--- src/rtl/mem_bist_pkg.sv ---
// mem_bist_pkg: shared types and constants for the March C- BIST engine.
// Holds the FSM state enum, the element descriptor and its constant table,
// and the data-background units used to build D0.
package mem_bist_pkg;

    typedef enum logic [1:0] {
        ST_IDLE = 2'd0,
        ST_RUN  = 2'd1,
        ST_DONE = 2'd2
    } bist_state_t;

    typedef logic [2:0] elem_idx_t;

    localparam elem_idx_t LAST_ELEM = 3'd5;

    // Background is built by replicating a 2-bit unit across the word.
    localparam logic [1:0] BG_SOLID_UNIT   = 2'b00;
    localparam logic [1:0] BG_CHECKER_UNIT = 2'b01;

    // read_sel / write_sel: 0 selects D0, 1 selects D1 = ~D0.
    typedef struct packed {
        logic down;
        logic has_read;
        logic read_sel;
        logic has_write;
        logic write_sel;
    } elem_desc_t;

    // Constant March C- table, M0..M5.
    function automatic elem_desc_t elem_desc(input elem_idx_t e);
        elem_desc_t d;
        case (e)
            3'd0:    d = '{down: 1'b0, has_read: 1'b0, read_sel: 1'b0, has_write: 1'b1, write_sel: 1'b0};
            3'd1:    d = '{down: 1'b0, has_read: 1'b1, read_sel: 1'b0, has_write: 1'b1, write_sel: 1'b1};
            3'd2:    d = '{down: 1'b0, has_read: 1'b1, read_sel: 1'b1, has_write: 1'b1, write_sel: 1'b0};
            3'd3:    d = '{down: 1'b1, has_read: 1'b1, read_sel: 1'b0, has_write: 1'b1, write_sel: 1'b1};
            3'd4:    d = '{down: 1'b1, has_read: 1'b1, read_sel: 1'b1, has_write: 1'b1, write_sel: 1'b0};
            3'd5:    d = '{down: 1'b0, has_read: 1'b1, read_sel: 1'b0, has_write: 1'b0, write_sel: 1'b0};
            default: d = '{down: 1'b0, has_read: 1'b0, read_sel: 1'b0, has_write: 1'b0, write_sel: 1'b0};
        endcase
        return d;
    endfunction

endpackage

--- src/rtl/mem_bist_seq.sv ---
// mem_bist_seq: March C- command sequencer.
// Walks backgrounds, elements and addresses, and emits per-cycle read, write
// and compare commands. Read elements are pipelined: the step that reads
// address a+1 also compares and writes address a, plus one drain step at the
// end. Defining MBIST_BACKGROUND_EN adds a checkerboard pass after the solid one.
module mem_bist_seq
    import mem_bist_pkg::*;
#(
    parameter int ADDR_W = 5,
    parameter int DATA_W = 64
) (
    input  logic              clock,
    input  logic              reset,
    input  logic              run,
    output logic              rd_en,
    output logic [ADDR_W-1:0] rd_addr,
    output logic              wr_en,
    output logic [ADDR_W-1:0] wr_addr,
    output logic [DATA_W-1:0] wr_data,
    output logic              cmp_en,
    output logic [ADDR_W-1:0] cmp_addr,
    output logic [DATA_W-1:0] cmp_data,
    output logic [2:0]        cur_elem,
    output logic              cur_bg,
    output logic              last_cycle
);

    localparam logic [ADDR_W:0]   DEPTH     = {1'b1, {ADDR_W{1'b0}}};
    localparam logic [ADDR_W:0]   DEPTH_M1  = {1'b0, {ADDR_W{1'b1}}};
    localparam logic [DATA_W-1:0] PAT_SOLID = {(DATA_W/2){BG_SOLID_UNIT}};
    localparam logic [DATA_W-1:0] PAT_CHECK = {(DATA_W/2){BG_CHECKER_UNIT}};

    elem_idx_t         elem;
    logic [ADDR_W:0]   step;
    logic [ADDR_W:0]   step_prev;
    logic              bg;
    logic              pass_last;
    elem_desc_t        desc;
    logic [ADDR_W-1:0] addr_cur;
    logic [ADDR_W-1:0] addr_prev;
    logic [DATA_W-1:0] d0;
    logic [DATA_W-1:0] d1;
    logic              elem_end;

    assign desc      = elem_desc(elem);
    assign step_prev = step - 1'b1;
    assign addr_cur  = desc.down ? ~step[ADDR_W-1:0]      : step[ADDR_W-1:0];
    assign addr_prev = desc.down ? ~step_prev[ADDR_W-1:0] : step_prev[ADDR_W-1:0];
    assign d0        = bg ? PAT_CHECK : PAT_SOLID;
    assign d1        = ~d0;

    // Read elements need one extra drain step to compare/write the last address.
    assign elem_end   = desc.has_read ? (step == DEPTH) : (step == DEPTH_M1);
    assign last_cycle = run && elem_end && (elem == LAST_ELEM) && pass_last;
    assign cur_elem   = elem;
    assign cur_bg     = bg;

    // Decode the current step into memory commands.
    always_comb begin
        rd_en    = 1'b0;
        wr_en    = 1'b0;
        cmp_en   = 1'b0;
        rd_addr  = addr_cur;
        cmp_addr = addr_prev;
        wr_addr  = desc.has_read ? addr_prev : addr_cur;
        wr_data  = desc.write_sel ? d1 : d0;
        cmp_data = desc.read_sel ? d1 : d0;
        if (run) begin
            if (desc.has_read) begin
                rd_en  = (step != DEPTH);
                cmp_en = (step != '0);
                wr_en  = desc.has_write && (step != '0);
            end else begin
                wr_en  = desc.has_write;
            end
        end
    end

    // Step and element counters; parked at zero whenever the engine is not running.
    always_ff @(posedge clock) begin
        if (reset || !run) begin
            step <= '0;
            elem <= '0;
        end else if (elem_end) begin
            step <= '0;
            elem <= (elem == LAST_ELEM) ? '0 : elem + 1'b1;
        end else begin
            step <= step + 1'b1;
        end
    end

`ifdef MBIST_BACKGROUND_EN
    assign pass_last = bg;

    // Background toggles to checkerboard once the solid pass finishes.
    always_ff @(posedge clock) begin
        if (reset || !run) begin
            bg <= 1'b0;
        end else if (elem_end && (elem == LAST_ELEM)) begin
            bg <= ~bg;
        end
    end
`else
    assign pass_last = 1'b1;
    assign bg        = 1'b0;
`endif

endmodule

--- src/rtl/mem_1r1w_bist_32x64.sv ---
// mem_1r1w_bist_32x64: March C- BIST wrapper in front of a 1R1W memory.
// Passes the functional ports through when idle; on start it owns both memory
// ports, runs the march and records the first failing address/element/background.
// Optional checkerboard pass: define MBIST_BACKGROUND_EN.
//
// state   | meaning
// IDLE    | after reset, passthrough, waiting for start
// RUN     | engine owns memory ports, march in progress
// DONE    | run complete, results held, passthrough, start reruns
module mem_1r1w_bist_32x64
    import mem_bist_pkg::*;
#(
    parameter int ADDR_W = 5,
    parameter int DATA_W = 64,
    parameter int MASK_W = 8
) (
    input  logic              clock,
    input  logic              reset,
    input  logic              start,
    output logic              busy,
    output logic              done,
    output logic              fail,
    output logic [ADDR_W-1:0] fail_addr,
    output logic [2:0]        fail_elem,
    output logic              fail_bg,
    input  logic [ADDR_W-1:0] f_R0_addr,
    input  logic              f_R0_en,
    output logic [DATA_W-1:0] f_R0_data,
    input  logic [ADDR_W-1:0] f_W0_addr,
    input  logic              f_W0_en,
    input  logic [DATA_W-1:0] f_W0_data,
    input  logic [MASK_W-1:0] f_W0_mask,
    output logic [ADDR_W-1:0] R0_addr,
    output logic              R0_en,
    input  logic [DATA_W-1:0] R0_data,
    output logic [ADDR_W-1:0] W0_addr,
    output logic              W0_en,
    output logic [DATA_W-1:0] W0_data,
    output logic [MASK_W-1:0] W0_mask
);

    bist_state_t       state;
    logic              seq_rd_en;
    logic [ADDR_W-1:0] seq_rd_addr;
    logic              seq_wr_en;
    logic [ADDR_W-1:0] seq_wr_addr;
    logic [DATA_W-1:0] seq_wr_data;
    logic              seq_cmp_en;
    logic [ADDR_W-1:0] seq_cmp_addr;
    logic [DATA_W-1:0] seq_cmp_data;
    logic [2:0]        seq_elem;
    logic              seq_bg;
    logic              seq_last;
    logic              mismatch;

    mem_bist_seq #(
        .ADDR_W (ADDR_W),
        .DATA_W (DATA_W)
    ) u_seq (
        .clock      (clock),
        .reset      (reset),
        .run        (busy),
        .rd_en      (seq_rd_en),
        .rd_addr    (seq_rd_addr),
        .wr_en      (seq_wr_en),
        .wr_addr    (seq_wr_addr),
        .wr_data    (seq_wr_data),
        .cmp_en     (seq_cmp_en),
        .cmp_addr   (seq_cmp_addr),
        .cmp_data   (seq_cmp_data),
        .cur_elem   (seq_elem),
        .cur_bg     (seq_bg),
        .last_cycle (seq_last)
    );

    // Memory port mux: engine while busy, functional ports otherwise.
    always_comb begin
        R0_addr = busy ? seq_rd_addr : f_R0_addr;
        R0_en   = busy ? seq_rd_en   : f_R0_en;
        W0_addr = busy ? seq_wr_addr : f_W0_addr;
        W0_en   = busy ? seq_wr_en   : f_W0_en;
        W0_data = busy ? seq_wr_data : f_W0_data;
        W0_mask = busy ? {MASK_W{1'b1}} : f_W0_mask;
    end

    assign f_R0_data = R0_data;
    assign mismatch  = seq_cmp_en && (R0_data != seq_cmp_data);

    // Run-control FSM with first-mismatch capture.
    always_ff @(posedge clock) begin
        if (reset) begin
            state     <= ST_IDLE;
            busy      <= 1'b0;
            done      <= 1'b0;
            fail      <= 1'b0;
            fail_addr <= '0;
            fail_elem <= '0;
            fail_bg   <= 1'b0;
        end else begin
            case (state)
                ST_IDLE, ST_DONE: begin
                    if (start) begin
                        state     <= ST_RUN;
                        busy      <= 1'b1;
                        done      <= 1'b0;
                        fail      <= 1'b0;
                        fail_addr <= '0;
                        fail_elem <= '0;
                        fail_bg   <= 1'b0;
                    end
                end
                ST_RUN: begin
                    if (mismatch && !fail) begin
                        fail      <= 1'b1;
                        fail_addr <= seq_cmp_addr;
                        fail_elem <= seq_elem;
                        fail_bg   <= seq_bg;
                    end
                    if (seq_last) begin
                        state <= ST_DONE;
                        busy  <= 1'b0;
                        done  <= 1'b1;
                    end
                end
                default: begin
                    state <= ST_IDLE;
                    busy  <= 1'b0;
                end
            endcase
        end
    end

endmodule
--- config.mk ---
export PLATFORM = sky130hd
export DESIGN_NAME = mem_1r1w_bist_32x64
export DESIGN_NICKNAME = d
export VERILOG_FILES = /design/src/rtl/mem_bist_pkg.sv /design/src/rtl/mem_bist_seq.sv /design/src/rtl/mem_1r1w_bist_32x64.sv
export SDC_FILE = /design/constraint.sdc
export NUM_CORES = 1
export LEC_CHECK = 0
export CAP_MARGIN = 5
export CELL_PAD_IN_SITES_DETAIL_PLACEMENT = 1
export CELL_PAD_IN_SITES_GLOBAL_PLACEMENT = 1
export CORE_ASPECT_RATIO = 1.2
export CORE_MARGIN = 3
export CORE_UTILIZATION = 17
export CTS_BUF_LIST = sky130_fd_sc_hd__clkbuf_4
export DETAILED_ROUTE_END_ITERATION = 16
export HOLD_SLACK_MARGIN = 0.12
export PLACE_DENSITY_LB_ADDON = 0.1
export SYNTH_ARGS = -nofsm -noshare
export SYNTH_HDL_FRONTEND = slang
export SYNTH_SLANG_ARGS = --single-unit
export TNS_END_PERCENT = 50
--- constraint.sdc ---
create_clock -name clock -period 2.9 [get_ports clock]
set_clock_uncertainty 0.05 [all_clocks]
set_input_delay 0.58 -clock clock [delete_from_list [all_inputs] [get_ports clock]]
set_output_delay 0.58 -clock clock [all_outputs]
set_load 0.02 [all_outputs]
; Yosys cells after proc, flatten, opt, wreduce, memory -nomap -nowiden
; Cells that the tools add are included.
[word_totals]
ff_bits = 23
in_bits = 151
[op_classes]
add_sub_neg = 3
eq_ne = 14
muxes = 37
n_bitwise = 2
n_reduce_logical = 17
[ops]
columns = operator, n
row1 = $mux W64, 3
row2 = $ne A64 B64 Y1, 1
row3 = $mux W5, 7
row4 = $pmux W5 S6, 1
row5 = $mux W1, 13
row6 = $not A5 Y5, 2
row7 = $pmux W5 S2, 1
row8 = $mux W3, 3
row9 = $mux W8, 1
row10 = $pmux W1 S2, 4
row11 = $add A6 B1 Y6 const B, 1
row12 = $eq A3 B2 Y1 const B, 2
row13 = $eq A3 B3 Y1 const B, 2
row14 = $eq A6 B5 Y1 const B, 1
row15 = $eq A6 B6 Y1 const B, 1
row16 = $ne A2 B2 Y1 const B, 3
row17 = $ne A6 B6 Y1 const B, 1
row18 = $pmux W3 S2, 1
row19 = $reduce_and A3 Y1, 2
row20 = $reduce_bool A6 Y1, 1
row21 = $logic_and A1 B1 Y1, 5
row22 = $sub A5 B1 Y5 const B, 1
row23 = $mux W2, 2
row24 = $pmux W2 S2, 1
row25 = 11 further kinds, 13

; Depth between registers and ports, before layout
[depth]
ltp_word = 8
depth_mapped = 9

; Hierarchy
; From an unflattened synthesis, not the netlist that was laid out.
[hier_totals]
hier_cells = 529
hier_area_um2 = 4453.0
[by_module_without_submodules]
columns = module, instances, cells_each, area_per_inst_um2, seq_area_each_um2
row1 = mem_1r1w_bist_32x64, 1, 303, 2690.1, 280.3
row2 = mem_bist_seq, 1, 226, 1762.9, 180.2

; Worst setup path after synthesis
; Ideal clock, no wire load.
[synth_path]
path_type = reg2out
from = reg u_seq.elem[1], in the netlist u_seq.cur_elem[1]
to = out W0_addr[1]
arrival_time_ns = 2.066
path_slack_ns = 0.204
path_stages_with_launch = 9
cell_sequence = dfxtp_1 -> buf_2 -> and2_1 -> ha_1 -> or4_4 -> o21a_2 -> o211ai_1 -> o21ai_0 -> mux2_2
[synth_between]
elab_chain_len = 5
word_cells_on_any_way = 11
classes_between = 5 x eq/ne / 5 x mux / 1 x reduce/logical
[synth_lines]
columns = element, line
row1 = from (decl), mem_bist_seq.sv:33  ; elem_idx_t elem;
row2 = from (signal assigned), mem_bist_seq.sv:86  ; elem <= (elem == LAST_ELEM) ? '0 : elem + 1'b1;
row3 = $eq A3 B3 Y1 (tied with other cells), mem_bist_pkg.sv:32  ; case (e)
row4 = $pmux W5 S6 *, mem_bist_pkg.sv:32
row5 = $mux W5 (on tied branches), "mem_bist_seq.sv:47, mem_bist_seq.sv:48"
row6 = $mux W5 *, mem_bist_seq.sv:65  ; wr_addr = desc.has_read ? addr_prev : addr_cur;
row7 = $mux W5 *, mem_1r1w_bist_32x64.sv:80  ; W0_addr = busy ? seq_wr_addr : f_W0_addr;
row8 = to (decl), mem_1r1w_bist_32x64.sv:36  ; output logic [ADDR_W-1:0] W0_addr,
; Every way passes the cells marked *; elsewhere a longest branch is shown, timed or not.

; Final worst setup path
; Ends and elaborated chain as after synthesis.

==> results.txt <==
----------------------------------------------------
[Placed design]
  I/O Buffers ... just over 300
  Post-Place Setup Slack ... -0.119 ns
  Hpwl dp ... roughly 12000 um
  Instance count after placement with tap cells included ... between 800 and 900
  Area post-placement ... slightly below 6000 um^2
  Final Wtd Congestion ... 0.752

[Layout]
  Post-Layout Cell Count ... 889
  Count of nets after finishing ... 836
  Core Util, Final ... a little under two fifths
  Footprint of the flip-flops and latches ... about 440 um^2
  Fraction of layout instances using a drive strength above 1 ... roughly 11%
  Layout area overhead ... 109%
  Total of fill cells in the finished design ... ~1900
  Final design area excluding fillers ... about 6000 um^2
  Diode insertion count for antenna repair ... 0
  Combined area of the multi-input logic cells ... between 1500 and 2000 um^2

[Die]
  Num ports ... about 310
  Effective utilization at floorplan ... 17.7%
  Die width ... 124 um
  Floorplan die area ... between 15000 and 20000 um^2
  Die Ht ... roughly 150 um
  Floorplan core area ... 16000 um^2
  Standard-cell rows ... 50

[Global routing]
  Number of global-route vias before repair ... 3958
  Pin count of the biggest net entering global routing ... 65
  Wire length of the first global-routing pass ... 20900 um
  GR Overflow Total ... 0
  Number of antenna violations at the first check in global routing ... 0
  Overall global routing resource usage ... roughly 14%

[Yosys]
  Number of nets produced by synthesis ... 581
  Yosys warning count ... 0
  Share of the synthesized area in the top cell type ... between 10% and 20%
  Most frequent cells after synthesis ... inv_1, o21ai_0, buf_4
  Most frequent cell after synthesis ... inv_1
  Cell area after technology mapping ... between 2000 and 3000 um^2
  Synth Flop Type ... dfxtp_1
  Area leader, netlist ... buf_4
  Mapped Cells ... approximately 430
  Number of library cell types mapped by synthesis ... 43
  Share of async-settable or async-resettable flops after synthesis ... 0%
  Share of the yosys chip area belonging to registers ... around 16%
  Flops & latches, synth ... 22
  Number of enable flip-flop cells after synthesis ... 0
  Average size of a mapped cell ... between 6 and 7 um^2
  Synth top area cells ... buf_4, dfxtp_1, o21ai_0

[Timing]
  Final count of hold timing violations ... 0
  Headroom to the max-slew limit ... a little under 60%
  Final count of negative-setup-slack endpoints ... 0
  Final period utilization ... a little over nine tenths
  Pins over their slew limit ... 0
  Min setup slack post-route ... ~0.043 ns
  RSZ-0062 raised after global routing ... yes
  Highest achievable clock rate ... around 350 MHz
  Post-layout minimum cycle time ... 2.86 ns
  Transition time of the tightest slew-check pin ... ~0.63 ns

[Route]
  DRT Pass-1 Iters ... 4
  Via-to-Cell Ratio ... ~4.2
  Vias ... approximately 3700
  Routed Antenna Nets ... 0
  Drt initial violations ... between 60 and 70
  Average wire per standard cell ... about 16 um
  Number of remaining DRC errors ... 0
  Total wire length after detailed routing ... around 14000 um

[Hold path]
  Class of the tightest hold or removal check ... reg2reg
  Worst Hold Depth ... 2

[Setup path]
  Data arrival time of the critical path ... approximately 2.2 ns
  Element type at the critical path start ... flip-flop
  Longest individual stage delay on the worst path ... approximately 0.42 ns
  Type of the worst setup path ... reg2out
  WP data required ... approximately 2.3 ns
  Launching point of the worst reg2reg path ... u_seq.cur_elem[0]$_SDFFE_PP0N_
  Kind of end point of the critical path ... output port
  Reg-to-Reg End ... state[1]$_SDFFE_PP0P_
  Maximum fanout along the worst path ... 8
  Critical Path Start ... u_seq.cur_elem[1]$_SDFFE_PP0N_
  R2R cell count ... 11
  Capture point of the critical path ... W0_addr[1]
  CP Cell Sequence ... and2_4 > ha_2 > or4_4 > o21a_4 > o211ai_1 > o21ai_1 > mux2_4 > buf_6
  FF-to-FF setup slack ... 0.48 ns
  Slowest CP cell ... or4_4

[Clock tree]
  Clock slew seen by the registers of the worst setup and hold paths ... around 0.13 ns
  Clock latency at the later pin of the worst-skew pair ... 0.31 ns
  Clk buf depth ... 2
  H-tree level count ... 1
  Clock root buffer ... clkbuf_4
  CTS tree ... built
  Clock sink count ... 22
  Clock buffers created by TritonCTS ... 3
  Number of buffers added to fix hold violations after cts ... 0

[Power and ir drop]
  Switching power summed over all nets ... between 400 and 500 uW
  Internal portion of total power ... about 900 uW
  Power Density ... ~240 nW/um^2
  Total power ... about 1.4 mW
  Proportion of power drawn by combinational gates ... slightly above 60%
  Maximum vdd drop ... 0.140 mV
  Leakage ... between 2 and 2.5 nW
  Switching share of power ... a little over a third
  Share of power burned in the clock network ... 16.9%
  Proportion of power drawn by flip-flops and latches ... around 22%

[Outcome]
  Status ... complete, no violations

[Job]
  Number of max-cap violations ... 0

----------------------------------------------------
==> kinds of logic (layout without fill, tap and decap cells) <==
family	Yosys count	count (layout)	share of synthesized area (%)
XOR/XNOR	17	17	5.28
flip-flops	22	22	15.6
AND/OR/NAND/NOR	122	122	23.8
other	1	1	0.133
multiplexers	16	16	5.99
AO/OA/AOI/OAI	86	86	17.5
adder cells (fa/ha/maj)	3	3	1.33
buffers and inverters	160	414	30.4
==> worst max-delay path: cells and delay by family (launching register included) <==
family,cells,cell delay (ns)
buffers and inverters,1,0.13
AO/OA/AOI/OAI,3,0.44
adder cells (fa/ha/maj),1,0.17
multiplexers,1,0.26
AND/OR/NAND/NOR,2,0.57
flip-flops,1,0.34
==> metal layers <==
layer / GRT usage [%] / share of wire, % / up-vias
met5: 0 / 0 / -
met4: 2.44 / 1.0 / 0
met3: 4.24 / 11 / 8
met2: 27.5 / 51 / 192
met1: 14.6 / 37 / 1666
li1: - / - / 1859
==> final cells by class <==
type / count / share of cell area [%]
multi-input combinational: 245 / 26.8
timing repair buffer: 339 / 55.8
sequential: 22 / 7.53
clock buffer: 3 / 0.383
tap: 208 / 4.43
clock inverter: 1 / 0.511
inverter: 71 / 4.53
==> sequential cells by signal (all words and copies together) (netlist names) <==
signal and flops:
fail_elem 3, u_seq.cur_elem 3, fail 1, busy 1, u_seq.step 6, done 1, state 2, fail_addr 5
==> placed cells by master, fill, tap and decap left out, drive strengths merged, types with 2 or more instances in the layout <==
master	synthesis	final
clkdlybuf4s50	0	297
inv	71	71
o21ai	66	66
buf	71	38
nand4	22	22
dfxtp	22	22
nor2	21	21
nand2	21	21
nor4	20	20
xnor2	10	10
mux2i	9	9
or2	9	9
a21oi	8	8
xor2	7	7
nor3	7	7
mux2	7	7
nand2b	5	5
o21a	4	4
nor3b	4	4
clkbuf	18	4
dlygate4sd2	0	3
o211ai	3	3
nand3	3	3
ha	3	3
or3b	2	2
and3	2	2
==> what timing repair did <==
| action | CTS | global route |
|---|---|---|
| gates resized for setup | 42 | 12 |
| endpoints found under the setup margin | 12 | 67 |
| endpoints found under the hold margin | 0 | 0 |
| pin swaps | 2 | 2 |
| setup buffers | 1 | 1 |
==> how the worst min path moves through the flow <==
stage	end	slack [ns]	from
finish	done$_SDFFE_PP0P_	0.42	done$_SDFFE_PP0P_
global route	fail_elem[1]$_SDFFE_PP0P_	0.44	fail_elem[1]$_SDFFE_PP0P_
CTS	done$_SDFFE_PP0P_	0.42	done$_SDFFE_PP0P_
detailed placement	fail_elem[1]$_SDFFE_PP0P_	0.40	fail_elem[1]$_SDFFE_PP0P_
global placement	fail_elem[1]$_SDFFE_PP0P_	0.39	fail_elem[1]$_SDFFE_PP0P_
floorplan	u_seq.step[5]$_SDFF_PP0_	0.41	u_seq.step[5]$_SDFF_PP0_
==> per-stage QoR <==
| step | setup TNS, ns | hold WS, ns |
|---|---|---|
| 2_1_floorplan | 0 | 0.408 |
| 3_3_place_gp | -0.0657 | 0.394 |
| 3_5_place_dp | -0.199 | 0.398 |
| 4_1_cts | -0.0417 | 0.424 |
| 5_1_grt | -0.0895 | 0.438 |
| 6_report | 0 | 0.419 |
==> power groups by stage <==
stage          clock [mW]  combinational [mW]  sequential [mW]
2_1_floorplan           0               0.381            0.317
3_3_place_gp            0               0.859            0.316
3_5_place_dp            0               0.864            0.316
4_1_cts             0.249               0.858            0.309
5_1_grt             0.258               0.906            0.310
6_report            0.235               0.846            0.309
Power figures use the tool's default switching activity.
